--- src/rtl/uart_pixel_loader.sv ---
// Packs the uart_rx byte stream into multi-channel pixels and writes them
// sequentially into the frame RAM, with frame handshake, timeout resync and an activity LED.
module uart_pixel_loader #(
  parameter int unsigned CHANNELS     = 3,
  parameter int unsigned CH_BITS      = 8,
  parameter int unsigned IMG_W        = 160,
  parameter int unsigned IMG_H        = 120,
  parameter int unsigned ADDR_W       = 15,
  parameter int unsigned TIMEOUT_CLKS = 52080,
  parameter int unsigned LED_HOLD     = 2500000
) (
  input  logic                         i_Clock,
  input  logic                         i_Reset,
  input  logic                         i_Rx_DV,
  input  logic [7:0]                   i_Rx_Byte,
  input  logic                         i_Frame_Ack,
  output logic                         o_Wr_En,
  output logic [ADDR_W-1:0]            o_Wr_Addr,
  output logic [CHANNELS*CH_BITS-1:0]  o_Wr_Data,
  output logic                         o_Frame_Done,
  output logic                         o_Busy,
  output logic                         o_Err_Timeout,
  output logic                         o_Led
);

  localparam int unsigned PIX_W  = CHANNELS * CH_BITS;
  localparam int unsigned CH_W   = (CHANNELS > 1) ? $clog2(CHANNELS) : 1;
  localparam int unsigned TO_W   = $clog2(TIMEOUT_CLKS + 1);
  localparam int unsigned LED_W  = $clog2(LED_HOLD + 1);
  localparam int unsigned N_PIX  = IMG_W * IMG_H;

  typedef enum logic [1:0] {S_IDLE, S_RECV, S_DONE} state_t;

  state_t              state_q, state_d;
  logic [CH_W-1:0]     ch_cnt_q, ch_cnt_d;
  logic [ADDR_W-1:0]   addr_q, addr_d;
  logic [PIX_W-1:0]    pix_q, pix_d;
  logic [TO_W-1:0]     idle_q, idle_d;
  logic [LED_W-1:0]    led_cnt_q, led_cnt_d;
  logic                wr_en_q, wr_en_d;
  logic [ADDR_W-1:0]   wr_addr_q, wr_addr_d;
  logic [PIX_W-1:0]    wr_data_q, wr_data_d;
  logic                done_q, done_d;
  logic                busy_q, busy_d;
  logic                err_q, err_d;
  logic                led_q, led_d;

  logic                accept;
  logic                fire;
  logic [CH_W-1:0]     ch_eff;

  always_comb begin
    state_d   = state_q;
    ch_cnt_d  = ch_cnt_q;
    addr_d    = addr_q;
    pix_d     = pix_q;
    idle_d    = '0;
    led_cnt_d = led_cnt_q;
    wr_en_d   = 1'b0;
    wr_addr_d = wr_addr_q;
    wr_data_d = wr_data_q;
    err_d     = 1'b0;
    accept    = 1'b0;
    fire      = 1'b0;
    ch_eff    = ch_cnt_q;

    case (state_q)
      S_IDLE: begin
        if (i_Rx_DV) begin
          state_d = S_RECV;
          accept  = 1'b1;
        end
      end
      S_RECV: begin
        // A timeout discards the partial pixel first, so a byte arriving in
        // the same cycle lands in slot 0 of a fresh pixel.
        fire = (idle_q == TO_W'(TIMEOUT_CLKS)) && (ch_cnt_q != '0);
        if (fire) begin
          err_d    = 1'b1;
          ch_eff   = '0;
          ch_cnt_d = '0;
        end
        accept = i_Rx_DV;
        if (i_Rx_DV)
          idle_d = '0;
        else if (idle_q != TO_W'(TIMEOUT_CLKS))
          idle_d = idle_q + 1'b1;
        else
          idle_d = idle_q;
      end
      S_DONE: begin
        if (i_Frame_Ack) begin
          state_d = S_IDLE;
          addr_d  = '0;
        end
      end
      default: state_d = S_IDLE;
    endcase

    if (accept) begin
      led_cnt_d = LED_W'(LED_HOLD);
      for (int unsigned k = 0; k < CHANNELS; k++) begin
        if (CH_W'(k) == ch_eff)
          pix_d[(CHANNELS-1-k)*CH_BITS +: CH_BITS] = i_Rx_Byte[7 -: CH_BITS];
      end
      if (ch_eff == CH_W'(CHANNELS - 1)) begin
        wr_en_d   = 1'b1;
        wr_addr_d = addr_q;
        wr_data_d = pix_d;
        ch_cnt_d  = '0;
        if (addr_q == ADDR_W'(N_PIX - 1)) begin
          state_d = S_DONE;
          addr_d  = '0;
        end else begin
          addr_d  = addr_q + 1'b1;
        end
      end else begin
        ch_cnt_d = ch_eff + 1'b1;
      end
    end else if (led_cnt_q != '0) begin
      led_cnt_d = led_cnt_q - 1'b1;
    end

    busy_d = (state_d == S_RECV);
    done_d = (state_d == S_DONE);
    led_d  = (led_cnt_d != '0);
  end

  always_ff @(posedge i_Clock or posedge i_Reset) begin
    if (i_Reset) begin
      state_q   <= S_IDLE;
      ch_cnt_q  <= '0;
      addr_q    <= '0;
      pix_q     <= '0;
      idle_q    <= '0;
      led_cnt_q <= '0;
      wr_en_q   <= 1'b0;
      wr_addr_q <= '0;
      wr_data_q <= '0;
      done_q    <= 1'b0;
      busy_q    <= 1'b0;
      err_q     <= 1'b0;
      led_q     <= 1'b0;
    end else begin
      state_q   <= state_d;
      ch_cnt_q  <= ch_cnt_d;
      addr_q    <= addr_d;
      pix_q     <= pix_d;
      idle_q    <= idle_d;
      led_cnt_q <= led_cnt_d;
      wr_en_q   <= wr_en_d;
      wr_addr_q <= wr_addr_d;
      wr_data_q <= wr_data_d;
      done_q    <= done_d;
      busy_q    <= busy_d;
      err_q     <= err_d;
      led_q     <= led_d;
    end
  end

  assign o_Wr_En       = wr_en_q;
  assign o_Wr_Addr     = wr_addr_q;
  assign o_Wr_Data     = wr_data_q;
  assign o_Frame_Done  = done_q;
  assign o_Busy        = busy_q;
  assign o_Err_Timeout = err_q;
  assign o_Led         = led_q;

endmodule
--- config.mk ---
export PLATFORM = sky130hd
export DESIGN_NAME = uart_pixel_loader
export DESIGN_NICKNAME = d
export VERILOG_FILES = /design/src/rtl/uart_pixel_loader.sv
export SDC_FILE = /design/constraint.sdc
export NUM_CORES = 1
export LEC_CHECK = 0
export BUFFER_PORTS_ARGS = -buffer_cell sky130_fd_sc_hd__buf_2
export CAP_MARGIN = 10
export CORE_MARGIN = 5
export CORE_UTILIZATION = 58
export DETAILED_ROUTE_END_ITERATION = 16
export GPL_ROUTABILITY_DRIVEN = 0
export HOLD_SLACK_MARGIN = 0.12
export PLACE_DENSITY = 0.79
export SLEW_MARGIN = 10
export SYNTH_ARGS = -nofsm -noshare
export SYNTH_HDL_FRONTEND = slang
export SYNTH_SLANG_ARGS = --single-unit
--- constraint.sdc ---
create_clock -name i_Clock -period 4.38 [get_ports i_Clock]
set_clock_uncertainty 0.05 [all_clocks]
set_input_delay 0.438 -clock i_Clock [delete_from_list [all_inputs] [get_ports i_Clock]]
set_output_delay 0.438 -clock i_Clock [all_outputs]
set_load 0.01 [all_outputs]
=== After elaboration in Yosys (flattened, before gate mapping) ===
Cells that the tools add are included.

* Output and inout port bits: 44
* Register bits after elaboration: 125
* Bits of input ports: 12
* Logic and storage cells: 64

* Reduce and logical (&&, ||, !) cells: 7
* Multiplexer cells: 29
* Eq/ne operators: 11
* Add/sub/neg operators: 4

{| class="wikitable"
|+ Operators with widths
! operator !! count
|-
| $mux 15 || 5
|-
| $mux 16 || 3
|-
| $mux 22 || 2
|-
| $reduce_bool 22->1 || 2
|-
| $mux 8 || 3
|-
| $sub 22x1->22 const B || 1
|-
| $mux 2 || 9
|-
| $add 16x1->16 const B || 1
|-
| $eq 16x16->1 const B || 1
|-
| $ne 16x16->1 const B || 1
|-
| $add 15x1->15 const B || 1
|-
| $eq 15x15->1 const B || 1
|-
| $eq 2x2->1 const B || 3
|-
| $pmux 2 s3 || 1
|-
| $mux 1 || 5
|-
| $eq 2x1->1 const B || 2
|-
| $logic_not 2->1 || 2
|-
| $ne 3x3->1 const B || 1
|-
| $add 2x1->2 const B || 1
|-
| $eq 1x2->1 const A || 1
|-
| $eq 2x2->1 const A || 1
|-
| $pmux 1 s2 || 1
|-
| $reduce_and 2->1 || 1
|-
| $reduce_bool 2->1 || 1
|-
| $logic_and 1x1->1 || 1
|}

=== Depth between registers and ports, before layout ===
Gate-level depths: netlist of run 1.

* Depth in word-level cells: 8
* Gate-level depth with buffers: 10
* Depth with buffers taken out: 8

=== Least setup slack after synthesis of run 1 ===
Ideal clock, no wire load.

* Path kind: register -> register
* From: reg led_cnt_q[0]
* To: reg led_q (netlist: o_Led)
* Setup slack: 2.137 ns
* Library setup time: 0.137 ns
* Cell stages (with the launch flop): 9
* Clock period less this slack: 2.243 ns
* Required time: 4.193 ns
* Buffers on the path: 0
* Arrival time: 2.056 ns
* Path through: dfrtp_1 > inv_1 > ha_1 > or4b_1 > nor4_1 > mux2i_1 > nand3_1 > a311oi_1 > nand4_1

* Cells in the longest elaborated chain, start to end: 4
* Elaborated cells on any way between the ends: 5
* Classes of those cells: add/sub: 1; mux: 2; reduce/logical: 2

{| class="wikitable"
|+ Ends and longest elaborated chain
! element !! line !! source
|-
| start, declared || 39 || <nowiki>logic [LED_W-1:0] led_cnt_q, led_cnt_d;</nowiki>
|-
| start signal, assigned || 150 || <nowiki>led_cnt_q <= led_cnt_d;</nowiki>
|-
| $sub 22x1->22 / $reduce_bool 22->1 (equally long branches) || 121, 120 ||
|-
| $mux 22 (*) || 120 || <nowiki>end else if (led_cnt_q != '0) begin</nowiki>
|-
| $mux 22 (*) || 100 || <nowiki>if (accept) begin</nowiki>
|-
| net led_cnt_d[8] || 39 ||
|-
| $reduce_bool 22->1 (*) || 126 || <nowiki>led_d = (led_cnt_d != '0);</nowiki>
|-
| net led_d || 46 || <nowiki>logic led_q, led_d;</nowiki>
|-
| end signal, assigned || 157 || <nowiki>led_q <= led_d;</nowiki>
|-
| end, declared || 46 ||
|}

Mark *: on every way through the listed nets, which the timed path passes. The rest lies on a longest branch.
A chain may end at the register's enable or synchronous reset.

=== Worst setup path in the final report of run 1 ===
* From: reg state_q[1]
* To: reg wr_addr_q[1] (netlist: o_Wr_Addr[1])

* Cells in the longest elaborated chain, start to end: 4
* Elaborated cells on any way between the ends: 6
* Classes of those cells: eq/ne: 2; mux: 2; reduce/logical: 2

{| class="wikitable"
|+ Ends and longest elaborated chain
! element !! line !! source
|-
| start, declared || 34 || <nowiki>state_t state_q, state_d;</nowiki>
|-
| start signal, assigned || 145 || <nowiki>state_q <= state_d;</nowiki>
|-
| $eq 2x1->1 || 67 || <nowiki>case (state_q)</nowiki>
|-
| $mux 2 || -- ||
|-
| $eq 2x2->1 || 106 || <nowiki>if (ch_eff == CH_W'(CHANNELS - 1)) begin</nowiki>
|-
| $reduce_and 2->1 (no source line) (*) || -- ||
|-
| end signal, assigned || 152 || <nowiki>wr_addr_q <= wr_addr_d;</nowiki>
|-
| end, declared || 41 || <nowiki>logic [ADDR_W-1:0] wr_addr_q, wr_addr_d;</nowiki>
|}

Every way passes the cells marked *; elsewhere a longest branch is shown, timed or not.

==> metrics.txt, run 1 <==
HP Class in -> reg; first-pass GRT wire length about 22000 µm; layout cells sized above 1 20.28%; DR pass1 iterations 5; # Max-Cap Violations 0; Antenna Violating Nets Remaining 0; DR vias 4349; Die W 106.9 µm; crit end category flop; CTS tree yes; Slew headroom 50.22%; kind of critical path reg -> reg; Max Clk Rate 0.3390 GHz; vias in the first global route 4541; Synthesized Nets 581; max-slew violations 0; vias per inst 5.745; Mapped Cells 565; ys async rst share 100.0%; die area 11420 µm²; Total Power roughly 3.7 mW; Port Buffer Count 55; met1 WL 5435 µm; WL met3 ~500 µm; top cells by count, synth nand2_1 (152), dfrtp_1 (117), nor2_1 (46); Setup TNS Final 0 ps; antenna violations before repair 0; Area after DPL 5812 µm²; Leakage approximately 3.1 nW; Max FO, Critical Path 46; Syn. warnings 0; drt wl/cell roughly 17 µm; root buf cell clkbuf_8; setup bufs post-CTS 0; placed cell count 716; DR iter-0 viols 193; Clock Pin Slew Worst Setup and Hold Paths 60 ps; post-synthesis average cell area 9.631 µm²; ys flop type dfrtp_1; critical path startpoint category flop; Final Cell Area 6580 µm²; top-count cell post-synth nand2_1; final worst path period share 67.35%; gr usage total around a quarter; gr ovfl total 0; Post-Route WL 12510 µm; DP Wirelength 7637 µm; Yosys cell types 62; Nets 649; Antenna Cells 0; worst skew pair latency about 520 ps; status finished, final reports clean; Post-synth EDFFs 0; DRC 0; Clock Path Buffers 2; synthesized area 5441 µm²; core area just over 9000 µm²; Top Ports 56; Crit path arrival time 3360 ps; area added between synthesis and finish 20.92%; total CTS buffers 17; FF+latch count, synth 117; Synth top area share 53.81%; P per Cell Area roughly 570 nW/µm²; Initial Utilization 59.17%; top post-synthesis cells by area dfrtp_1 (54%), nand2_1 (10%), mux2_2 (3.3%); WL met2 around 6300 µm; Yosys top cell by area dfrtp_1; Vert. Die Dim 106.9 µm; maximum number of pins on one net before global-route repair 47; final cell count without fillers 757; Slew @ Worst Pin 746.6 ps; Tmin final 2950 ps; Finished Core Util 71.55%; required time of the critical path 4790 ps; TritonCTS Sinks roughly 120; RSZ-0062 raised after global routing false; H-tree Lvls 4; FP Rows 35; Seq/Total Area, Yosys 53.81%; Top Layer Used met4; endpoints failing setup 0; final hold vios 0; Peak VDD IR 0.4460 mV
-- per-stage QoR --
stage / worst slack [ps] / hold WS (ps)
after CTS: 1371 / 134.6
after global routing: 1153 / 152.7
final: 1430 / 144.0
after detailed placement: 1438 / 388.5
after floorplan: 791.2 / 383.1
after global placement: 1584 / 380.4
-- layout by cell type (no fill, tap or decap), types with 2 or more instances in the layout --
cell type,count
clkbuf_16,16
o21ai_0,31
and3_1,7
inv_1,7
ha_1,4
and4b_1,3
dfrtp_1,117
nor3_2,2
a22oi_1,2
nand2b_1,9
buf_2,55
nand4_1,6
buf_4,4
dlygate4sd3_1,9
and2_1,2
mux2_2,16
inv_6,7
bufinv_16,6
nand2_1,152
xnor2_1,11
nor2_2,2
nor2_1,46
nor3b_1,4
mux2i_1,5
or3_1,8
a21oi_1,17
nand2_2,3
nand3b_1,5
xor2_1,13
a21o_1,2
inv_8,2
a31o_2,2
nor4_1,4
o211ai_1,2
nor4_2,3
nand3_1,19
nor2b_1,5
nor3_1,9
-- repair_timing --
action,CTS,global route
hold buffers,9,0
hold endpoints to repair,36,0
resized for setup,0,0
-- layout make-up --
type,instances,area (µm²)
Clock buffer,17,414.1
Multi-Input combinational cell,420,2404
Timing Repair Buffer,68,395.4
Tap cell,111,138.9
Fill cell,665,2616
Inverter,9,36.28
Sequential cell,117,2928
Clock inverter,15,264.0
-- report_power, final --
part | switching (mW) | internal [mW] | leakage [nW]
clock network | 0.543 | 1.06 | 0.333
logic | 0.382 | 0.277 | 1.24
registers | 0.164 | 1.31 | 1.49
-- path summary, 6_finish.rpt --
check | depth (start not counted) | to | startpoint | slack, ps
worst max register to register | 6 | o_Wr_Addr[1] | state_q[1] | 1430
worst min-delay path | 3 | o_Wr_Data[5] | i_Rx_Byte[5] | 140
max in group asynchronous | 4 | o_Wr_Addr[5] | i_Reset | 2930
min in group asynchronous | 3 | led_cnt_q[7] | i_Reset | 420
worst max-delay path | 6 | o_Wr_Addr[1] | state_q[1] | 1430
worst min register to register | 2 | o_Wr_Data[14] | pix_q[14] | 410
-- critical path: stages, from the launching register on --
cell	delay, ps
dfrtp_1	430
nand2b_1	490
nor3b_1	660
o21ai_4	330
inv_2	630
nand2_1	170
nand2_1	100
-- layer usage --
| layer | GRT usage [%] | vias to the layer above |
|---|---|---|
| met3 | 6.201 | 27 |
| met1 | 29.90 | 2139 |
| li1 | - | 2068 |
| met2 | 39.70 | 115 |
| met5 | 0 | - |
| met4 | 7.854 | 0 |
-- cells by family (layout without fill, tap and decap cells) --
group,after synthesis,count (layout),synth area share (%)
xor+xnor,24,24,3.863
compound gates,70,70,7.864
mux,21,21,4.231
fa+ha+maj,4,4,0.9198
simple gates,301,301,27.09
buf+inv,28,109,2.230
flops,117,117,53.81
-- state kept, by name, summed over array words and instances (netlist names) --
signal / cells
o_Wr_Data: 24
state_q: 2
o_Wr_En: 1
addr_q: 15
o_Err_Timeout: 1
ch_cnt_q: 2
o_Frame_Done: 1
o_Led: 1
pix_q: 16
idle_q: 16
led_cnt_q: 22
o_Busy: 1
o_Wr_Addr: 15
Power figures use the tool's default switching activity.
==> run 2: changes to the inputs <==
- ABC_AREA: unset -> 1
- CORE_UTILIZATION: 58 -> 53
- PLACE_DENSITY: 0.79 -> 0.75
- clock period: 4.38 -> 2.6 ns (I/O delays scaled with it)
==> run 2 against run 1 <==
Compared with the run above:
- synthesized cell count rose by 28%
- total power up 67%
- sequential cell count unchanged
- count of clock-buffer cells in the layout is 7 higher
- cell area grew 6.3%
- critical path depth rose by 5
- critical endpoint is now addr_q[0]
- largest cell class unchanged
- highest routed layer unchanged
==> metrics.txt, run 2 <==
synthesized area 5829 µm²; HP Class in -> async; Setup TNS Final 0 ps; first-pass GRT wire length 23230 µm; Slew @ Worst Pin around 640 ps; Seq/Total Area, Yosys between 50% and 60%; gr ovfl total 0; Clock Path Buffers 2; endpoints failing setup 0; GR Util met2 35.84%; vias per inst 5.297; Synth top area share 50.23%; Mapped Cells 726; commonest non-fill, non-tap cell in the layout nand2_1; gr usage total 21.70%; FF+latch count, synth 117; Syn. warnings 0; setup bufs post-CTS 0; met3 GRT Util 6.263%; maximum number of pins on one net before global-route repair 118; final hold vios 0; vias in the first global route just over 5000; kind of critical path reg -> reg; FP Rows 38; most frequent cells in the layout nand2_1 (162), dfrtp_1 (117), inv_1 (100); Synthesized Nets 742; core area 10790 µm²; die area 13200 µm²; DR pass1 iterations 4; CTS tree yes; Finished Core Util 64.78%; worst skew pair latency slightly above 500 ps; Leakage ~3.4 nW; layout cells sized above 1 15.38%; Sequential Area 2928 µm²; Nets 816; Die W between 100 and 150 µm; top post-synthesis cells by area dfrtp_1 (50%), nand2_1 (10%), inv_1 (6.5%); final worst path period share about 92%; Max FO, Critical Path 19; Area after DPL 6230 µm²; TritonCTS Sinks 117; top cells by count, synth nand2_1 (162), dfrtp_1 (117), inv_1 (101); Top Ports 56; Post-Route WL around 13000 µm; Yosys cell types 41; Peak VDD IR slightly above 0.6 mV; Vert. Die Dim 114.9 µm; Clock Pin Slew Worst Setup and Hold Paths 60 ps; DR iter-0 viols slightly below 300; ys async rst share 100.0%; max FFs per register 24; Most Crowded Layer GR met2; Tmin final 2381 ps; critical path startpoint category flop; multi-input logic area between 2000 and 2500 µm²; DRC 0; antenna violations before repair 0; P per Cell Area between 800 and 900 nW/µm²; Yosys top cell by area dfrtp_1; Initial Utilization 54.01%; fill count 847; Max Clk Rate 0.4201 GHz; Crit path arrival time 2750 ps; area added between synthesis and finish 19.94%; post-synthesis average cell area 8.029 µm²; Final Cell Area 6992 µm²; required time of the critical path just under 3000 ps; ys flop type dfrtp_1; drt wl/cell 14.03 µm; DR vias 5048; root buf cell clkbuf_8; top-count cell post-synth nand2_1; Antenna Violating Nets Remaining 0; Slew headroom 57.38%; DP Wirelength 8912 µm; RSZ-0062 raised after global routing false; grt met1 use between 20% and 30%; Antenna Cells 0; total CTS buffers 17; H-tree Lvls 4; Port Buffer Count 55; # Max-Cap Violations 0; status finished, final reports clean; max-slew violations 0; Post-synth EDFFs 0; crit end category flop
==> run 2: final timing paths <==
path / from / to / slack [ps] / cells past startpoint
min reg2reg: o_Wr_Data[15] / o_Wr_Data[15] / 410 / 2
max in group asynchronous: i_Reset / idle_q[1] / 1600 / 4
max reg2reg: idle_q[0] / addr_q[0] / 220 / 11
max: idle_q[0] / addr_q[0] / 220 / 11
min in group i_Clock: o_Wr_Data[15] / o_Wr_Data[15] / 410 / 2
min: i_Reset / pix_q[13] / 380 / 4
==> run 2: what timing repair did <==
action	CTS	global route
hold buffers	11	0
setup endpoints to repair	0	1
resized for setup	0	1
hold endpoints to repair	146	0
==> run 2: final cells by class <==
cell class,count,share of cell area (%)
Sequential cell,117,41.88
Clock inverter,8,2.416
Tap cell,140,2.505
Timing Repair Buffer,77,7.051
Clock buffer,24,6.872
Multi-Input combinational cell,479,33.39
Inverter,108,5.888
==> run 2: cells by family after synthesis <==
| group | after synthesis | share of synthesized area [%] |
|---|---|---|
| and+or+nand+nor | 377 | 29.23 |
| DFF | 117 | 50.23 |
| AOI/OAI and AO/OA | 81 | 7.362 |
| buffers and inverters | 130 | 9.766 |
| adders and majority gates | 4 | 0.8586 |
| xor gates and xnor gates | 17 | 2.554 |
==> run 2: critical path: stages (launching register included) <==
cell,delay [ps]
dfrtp_1,350
inv_1,80
ha_1,230
nand3_1,100
nor2_1,50
nand4_2,160
nand2_4,100
inv_4,180
nand2_8,140
inv_2,240
nand2_1,330
o21ai_0,270
==> run 2: where the power goes <==
group,total (mW),internal (mW),switching (mW)
sequential,2.45,2.21,0.239
clock,2.54,1.75,0.783
combinational,1.25,0.459,0.791
==> run 2: per-stage QoR <==
| step | setup slack (ps) | total power [mW] | hold slack, ps | instances |
|---|---|---|---|---|
| final | 219.5 | 6.234 | 382.6 | 953 |
| after global routing | 36.98 | 6.569 | 435.6 | 953 |
| after CTS | 209.5 | 6.262 | 418.1 | 953 |
| after detailed placement | 249.6 | 3.687 | 405.5 | 910 |
| after global placement | 260.7 | 3.639 | 402.4 | 910 |
| after floorplan | 627.7 | 3.287 | 283.5 | 726 |
==> run 2: per-layer routing <==
layer  vias to the layer above  share of wire [%]
li1                       2469                  -
met1                      2427                 43
met2                       128                 50
met3                        24                5.1
met4                         0                1.9
met5                         -                  0
